### src/rtl/fir_tap_sequencer.sv
// Sample-history controller: shifts accepted ADC samples into an M-deep history and
// streams every entry with its tap index. Optional drop counter: FIR_SEQ_OVERRUN_CNT_EN.
module fir_tap_sequencer #(
    parameter int M  = 6,
    parameter int W  = 12,
    parameter int IW = 3
) (
    input  logic          clk,
    input  logic          rst_n,
    input  logic          en,
    input  logic          flush,
    input  logic [W-1:0]  sample_in,
    input  logic          sample_valid,
    output logic          sample_ready,
    output logic [W-1:0]  tap_sample,
    output logic [IW-1:0] tap_idx,
    output logic          tap_valid,
    input  logic          tap_ready,
    output logic          tap_first,
    output logic          tap_last,
    output logic          done,
    output logic [15:0]   ovr_cnt
);

    // Handshakes: a transfer happens on a rising edge where valid && ready are both high;
    // valid/ready never depend combinationally on the partner's signal.
    typedef enum logic [1:0] {IDLE, RUN, DONE} state_t;

    localparam logic [IW-1:0] LAST_IDX = IW'(M - 1);

    state_t        state, state_next;
    logic [IW-1:0] idx;
    logic [W-1:0]  hist [M];
    logic          accept, tap_fire, drop;

    assign accept   = en && (state == IDLE) && sample_valid && !flush;
    assign tap_fire = en && (state == RUN) && tap_ready && !flush;
    assign drop     = en && sample_valid && !sample_ready && !flush;

    always_comb begin
        state_next = state;
        if (flush) begin
            state_next = IDLE;
        end else begin
            case (state)
                IDLE:    if (sample_valid) state_next = RUN;
                RUN:     if (tap_ready && idx == LAST_IDX) state_next = DONE;
                DONE:    state_next = IDLE;
                default: state_next = IDLE;
            endcase
        end
    end

    always_ff @(posedge clk or negedge rst_n) begin
        if (!rst_n) begin
            state <= IDLE;
            idx   <= '0;
            for (int i = 0; i < M; i++) hist[i] <= '0;
        end else if (en) begin
            state <= state_next;
            if (flush) begin
                idx <= '0;
                for (int i = 0; i < M; i++) hist[i] <= '0;
            end else if (accept) begin
                for (int i = M - 1; i > 0; i--) hist[i] <= hist[i-1];
                hist[0] <= sample_in;
                idx     <= '0;
            end else if (tap_fire && idx != LAST_IDX) begin
                idx <= idx + IW'(1);
            end
        end
    end

    // Outputs decode registered state only; tap data is zero outside a run.
    always_comb begin
        sample_ready = en && (state == IDLE);
        tap_valid    = en && (state == RUN);
        done         = en && (state == DONE);
        tap_sample   = '0;
        tap_idx      = '0;
        if (state == RUN) begin
            tap_sample = hist[idx];
            tap_idx    = idx;
        end
        tap_first = tap_valid && (idx == '0);
        tap_last  = tap_valid && (idx == LAST_IDX);
    end

`ifdef FIR_SEQ_OVERRUN_CNT_EN
    logic [15:0] ovr_q;

    // Saturating; flush deliberately leaves it alone so drops stay visible.
    always_ff @(posedge clk or negedge rst_n) begin
        if (!rst_n) begin
            ovr_q <= '0;
        end else if (drop && ovr_q != 16'hFFFF) begin
            ovr_q <= ovr_q + 16'd1;
        end
    end

    assign ovr_cnt = ovr_q;
`else
    logic unused_drop;
    assign unused_drop = drop;
    assign ovr_cnt     = '0;
`endif

endmodule

### config.mk
export PLATFORM = sky130hd
export DESIGN_NAME = fir_tap_sequencer
export DESIGN_NICKNAME = d
export VERILOG_FILES = /design/src/rtl/fir_tap_sequencer.sv
export SDC_FILE = /design/constraint.sdc
export NUM_CORES = 1
export LEC_CHECK = 0
export BUFFER_PORTS_ARGS = -buffer_cell sky130_fd_sc_hd__buf_2
export CAP_MARGIN = 25
export CORE_MARGIN = 5
export CORE_UTILIZATION = 45
export CTS_CLUSTER_SIZE = 16
export DETAILED_ROUTE_END_ITERATION = 8
export GPL_TIMING_DRIVEN = 0
export SYNTH_ARGS = -nofsm -noshare
export SYNTH_HDL_FRONTEND = slang
export SYNTH_SLANG_ARGS = --single-unit
### constraint.sdc
create_clock -name clk -period 2.2 [get_ports clk]
set_input_delay 0.33 -clock clk [delete_from_list [all_inputs] [get_ports clk]]
set_output_delay 0.33 -clock clk [all_outputs]
set_load 0.02 [all_outputs]
==> run summary, run 1 <==
Status: completed
Most common library cell in the layout ignoring fill and taps: dfrtp_1
Final instance area: 0.005016 mm²
Core Region: 0.009065 mm²
Placed inst area: 0.004521 mm²
Cell mode on critical path: buf_6
Clock root buffer: clkbuf_8
Comb power frac: 18.2%
Buf+Inv Stages, Crit Path: 5
Final hold vios: 0
Critical path peak fanout: 10
Layout area overhead: 21.67%
Initial core utilization: 45.48%
Largest net degree at the start of global routing: 41
Net Sw Frac: 28.44%
# diodes: 0
Fmax achieved: 462.6 MHz
Total GRT Usage: 20.82%
Setup-failing EPs final: 0
Register area share after synthesis: 46.74%
CP max stage delay: 0.40 ns
CP top delay family: buffers and inverters
Drt first pass iters: 7
CP Launch Type: flip-flop
Kind of critical path: reg -> out
Mapped Avg Cell Area: 10.20 µm²
Grt total ovfl: 0
Cells after Synth: 404
Wire length per cell: 19.18 µm
Fill cell total of the finished layout: 833
Period utilization: 98.26%
DR DRC count: 0
Critical Path, Cell by Cell: buf_6, buf_8, inv_6, nand3_4, bufbuf_16, o22ai_2, buf_6
Initial DRC count: 180
TritonCTS clock tree: built
Clk slew on worst S/H paths: 0.08 ns
Worst Hold Class: in -> reg
Clock power share: 37.2%
Final GP Congestion: 0.7994
Sequential fraction of design power: 44.6%
Global-route wire length before repair: 18.07 mm
Initial antenna violation count: 0
Slew Limit Fails: 0
Post-DRT Antenna Nets: 0
Max_cap viols: 0
Int Pwr: 0.002392 W
H-tree Lvls: 3
CP arrival: 1.83 ns
Horiz. Die Dim: 105.7 µm
Tmin final: 2.162 ns
CP endpoint kind: output port
Vias in the first global route: 3253
Dpl ws: -0.07699 ns
Cell Area, Synth: 0.004123 mm²
Die ar.: 0.01118 mm²
Total CTS buffers: 9
Ports: 54
Worst path slowest cell: dfrtp_1
Site row count: 35
Vias per cell: 5.647
YS warnings: 0
Nets: 495
Die H: 105.7 µm
Yosys reg bits: 77
Clk sink count: 77
Clk_lat worst skew: 0.36 ns
Power per cell area: 666.5 mW/mm²
Maximum VDD drop: 0.0003467 V
Max Clock Skew: 0.009749 ns
Fin util: 55.33%
Worst-Margin Slew: 0.6684 ns
Final worst slack: 0.03835 ns
Port buffer count: 36
Switching Power: 0.0009510 W
CTS max path bufs: 2
Share of post-route cells with drive strength above 1: 25.68%
Distinct cells, synth: 31
Total wire length: 11.32 mm
Fin Hold WS: 0.2111 ns
Commonest non-fill, non-tap cells in the layout: dfrtp_1 (73), inv_1 (57), buf_2 (42), o31ai_1 (41), nand3_1 (40)
Via count: 3332
Critical path required time: 1.87 ns
Slew Limit Headroom: 55.44%
Pleak: 2.130 nW
Overall Power: 0.003343 W
DP HPWL: 7.625 mm
## final timing paths
path	start	end	slack (ns)	cells after the start
max	idx[1]	tap_sample[9]	0.04	7
min	sample_in[2]	hist[62]	0.21	3
max reg2reg	idx[1]	idx[0]	0.44	7
min reg2reg	hist[3]	hist[3]	0.50	2
max in group asynchronous	rst_n	hist[33]	1.12	3
min in group asynchronous	rst_n	idx[0]	0.49	2
## metal layers
metal	track usage (%)	share of wire [%]
met2	32.88	48
met1	29.14	45
met5	0	0
met3	3.797	5.9
met4	6.568	1.3
## synthesized netlist by cell type, drive strengths merged
cell	count	area (µm²)
buf	42	247.7
mux4	12	270.3
nor3	2	10.01
nand3	41	205.2
nor3b	33	247.7
ha	3	37.54
o21bai	32	240.2
o2111ai	1	8.760
dfrtp	77	1927
nor2	1	3.750
conb	1	3.750
nand4bb	1	11.26
nand4b	2	17.52
o21ai	3	15.01
and2	4	25.02
mux2i	12	120.1
o22ai	13	81.33
nand2	4	15.01
o211ai	1	7.510
or4b	1	10.01
a21oi	1	5.000
o31ai	41	307.8
o32ai	1	8.760
inv	59	221.5
or3	1	6.260
nor2b	2	12.51
a311oi	1	8.760
clkbuf	11	41.29
nand2b	1	6.260
## layout make-up
type / instances / area [µm²] / share of cell area, %
Multi-Input combinational cell: 230 / 1804 / 35.97
Inverter: 59 / 226.5 / 4.515
Timing Repair Buffer: 45 / 332.8 / 6.635
Clock buffer: 13 / 158.9 / 3.168
Sequential cell: 77 / 1932 / 38.51
Tap cell: 111 / 138.9 / 2.769
Clock inverter: 3 / 67.56 / 1.347
Buffer: 52 / 355.3 / 7.084
## kinds of logic after synthesis
logic type	count (synthesis)	synth area share, %
buf+inv	112	12.38
compound gates	94	16.57
flops	77	46.74
other cells	1	0.09096
fa+ha+maj	3	0.9106
simple gates	93	13.84
mux	24	9.469
## worst register-to-register path: stages (launching register included)
cell,delay [ns]
dfrtp_1,0.37
buf_6,0.17
buf_8,0.17
inv_6,0.06
ha_1,0.22
and2_1,0.19
or3_1,0.34
a21oi_1,0.17
## registers in the layout, indices dropped and copies added (netlist names)
| register | count |
|---|---|
| state | 2 |
| idx | 3 |
| hist | 72 |
## metrics by stage
stage               TNS [ns]  std cells
finish                     0        590
global route        -0.01607        590
CTS                        0        587
detailed placement   -0.3696        567
global placement     -0.2554        566
floorplan                  0        419
## timing repair
| item | in CTS | in global routing |
|---|---|---|
| setup buffers | 3 | 2 |
| endpoints found under the hold margin | 39 | 0 |
| resized for setup | 28 | 21 |
| gates cloned | 1 | 1 |
| endpoints found under the setup margin | 15 | 13 |
| hold buffers | 1 | 0 |
| pin swaps | 0 | 0 |
## power by group through the flow
stage,Clock (W),Sequential (W),Combinational [W]
3_3_place_gp,0,0.00151,0.000518
4_1_cts,0.00125,0.00149,0.000574
5_1_grt,0.00131,0.00150,0.000660
2_1_floorplan,0,0.00150,0.000350
3_5_place_dp,0,0.00151,0.000529
6_report,0.00124,0.00149,0.000608
Power figures use the tool's default switching activity.
==> run 2, diff against run 1 <==
Settings changed: MAX_ROUTING_LAYER set to met4.
==> run summary, run 2 (synthesis gave the netlist of run 1 again) <==
Status: completed
Via count: 3355
Hold path start: sample_in[2]
Critical path peak fanout: 5
Tmin final: 2.149 ns
Core Region: 0.009065 mm²
Worst-Margin Slew: 0.6509 ns
Die H: 105.7 µm
Period utilization: 97.69%
Reg2reg setup slack: 0.44 ns
Final setup TNS: 0 ns
Pleak: 2.130 nW
# diodes: 0
Placed inst area: 0.004521 mm²
CTS max path bufs: 2
Total CTS buffers: 9
Worst R2R End: idx[0]
Vias in the first global route: 3263
Initial antenna violation count: 0
Clk sink count: 77
Critical path required time: 1.87 ns
Clk slew on worst S/H paths: 0.09 ns
DP HPWL: 7.625 mm
Total GRT Usage: 21.43%
Most common library cell in the layout ignoring fill and taps: dfrtp_1
CP arrival: 1.82 ns
Clk_lat worst skew: 0.36 ns
Nets: 495
Largest net degree at the start of global routing: 41
Worst Hold Class: in -> reg
Kind of critical path: reg -> out
Site row count: 35
H-tree Lvls: 3
Global-route wire length before repair: 18.08 mm
Die ar.: 0.01118 mm²
Wire length per cell: 19.20 µm
CP endpoint kind: output port
CP Launch Type: flip-flop
Vias per cell: 5.686
Setup-failing EPs final: 0
TritonCTS clock tree: built
Grt total ovfl: 0
Layout area overhead: 21.67%
Worst R2R Path Depth: 7
Horiz. Die Dim: 105.7 µm
Slew Limit Headroom: 56.61%
Largest register FFs: 72
Total wire length: 11.33 mm
Max_cap viols: 0
Initial DRC count: 182
DR DRC count: 0
Fmax achieved: 465.3 MHz
Power per cell area: 667.2 mW/mm²
Share of post-route cells with drive strength above 1: 25.68%
Post-DRT Antenna Nets: 0
Drt first pass iters: 6
Hold path depth: 3
Clock root buffer: clkbuf_8
Commonest non-fill, non-tap cells in the layout: dfrtp_1 (73), inv_1 (57), buf_2 (42), o31ai_1 (41), nand3_1 (40)
Port buffer count: 36
Final instance area: 0.005016 mm²
Final hold vios: 0
Maximum VDD drop: 0.0003474 V
Final GP Congestion: 0.8110
Max Clock Skew: 0.01026 ns
Register name with the most flops: hist
Worst r2r src: idx[1]
Hold EP: hist[62]
Initial core utilization: 45.48%
Leading registers by flop count: hist (72), idx (3), state (2)
Ports: 54
Slew Limit Fails: 0
-- run 2: cell type report --
class / instances / area (µm²)
Inverter: 59 / 226.5
Multi-Input combinational cell: 230 / 1804
Buffer: 52 / 355.3
Clock buffer: 13 / 158.9
Timing Repair Buffer: 45 / 332.8
Fill cell: 833 / 4049
Sequential cell: 77 / 1932
Tap cell: 111 / 138.9
Clock inverter: 3 / 67.56
-- run 2: stage by stage --
step,instances,hold WS [ns],util (%),setup WS (ns),power (W)
final,590,0.2161,55.33,0.05075,0.003347
after global routing,590,0.2165,55.33,-0.01606,0.003468
after CTS,587,0.2115,54.08,0.005094,0.003310
after detailed placement,567,0.3514,49.87,-0.07699,0.002043
after global placement,566,0.4822,49.62,-0.06364,0.002030
after floorplan,419,0.03441,-,0.2168,0.001849
-- run 2: worst max-delay path by stage --
stage / from / to / slack, ns / cells after the start
final: idx[0] / tap_sample[6] / 0.05 / 5
after CTS: idx[0] / tap_sample[9] / 0.005 / 6
after global placement: idx[1] / tap_sample[9] / -0.06 / 7
after global routing: idx[0] / tap_first / -0.02 / 7
after floorplan: idx[0] / tap_first / 0.22 / 6
after detailed placement: idx[1] / tap_sample[9] / -0.08 / 7
-- run 2: worst max-delay path, cell delays in order (launching register included) --
cell	delay, ns
dfrtp_2	0.45
clkbuf_16	0.18
mux4_2	0.49
inv_1	0.09
o22ai_1	0.08
buf_2	0.17
-- run 2: routing by layer --
layer	share of wire, %	track usage, %	wire length [µm]	vias to the layer above
li1	-	-	-	1538
met1	45	29.25	5110	1668
met2	47	32.83	5293	129
met3	6.4	3.797	727	20
met4	1.7	6.568	197	0
met5	0	-	0	-
-- run 2: power by group --
group | internal [W] | switching (W)
Clock | 0.000703 | 0.000543
Combinational | 0.000235 | 0.000374
Sequential | 0.00145 | 0.0000368
Total | 0.00239 | 0.000954
-- run 2: repair_timing --
| item | 4_1_cts | 5_1_grt |
|---|---|---|
| gates cloned | 1 | 1 |
| pin swaps | 0 | 0 |
| buffers inserted | 3 | 2 |
| resized for setup | 28 | 21 |
| hold buffers | 1 | 0 |
| endpoints found under the hold margin | 39 | 0 |
| setup endpoints to repair | 15 | 13 |
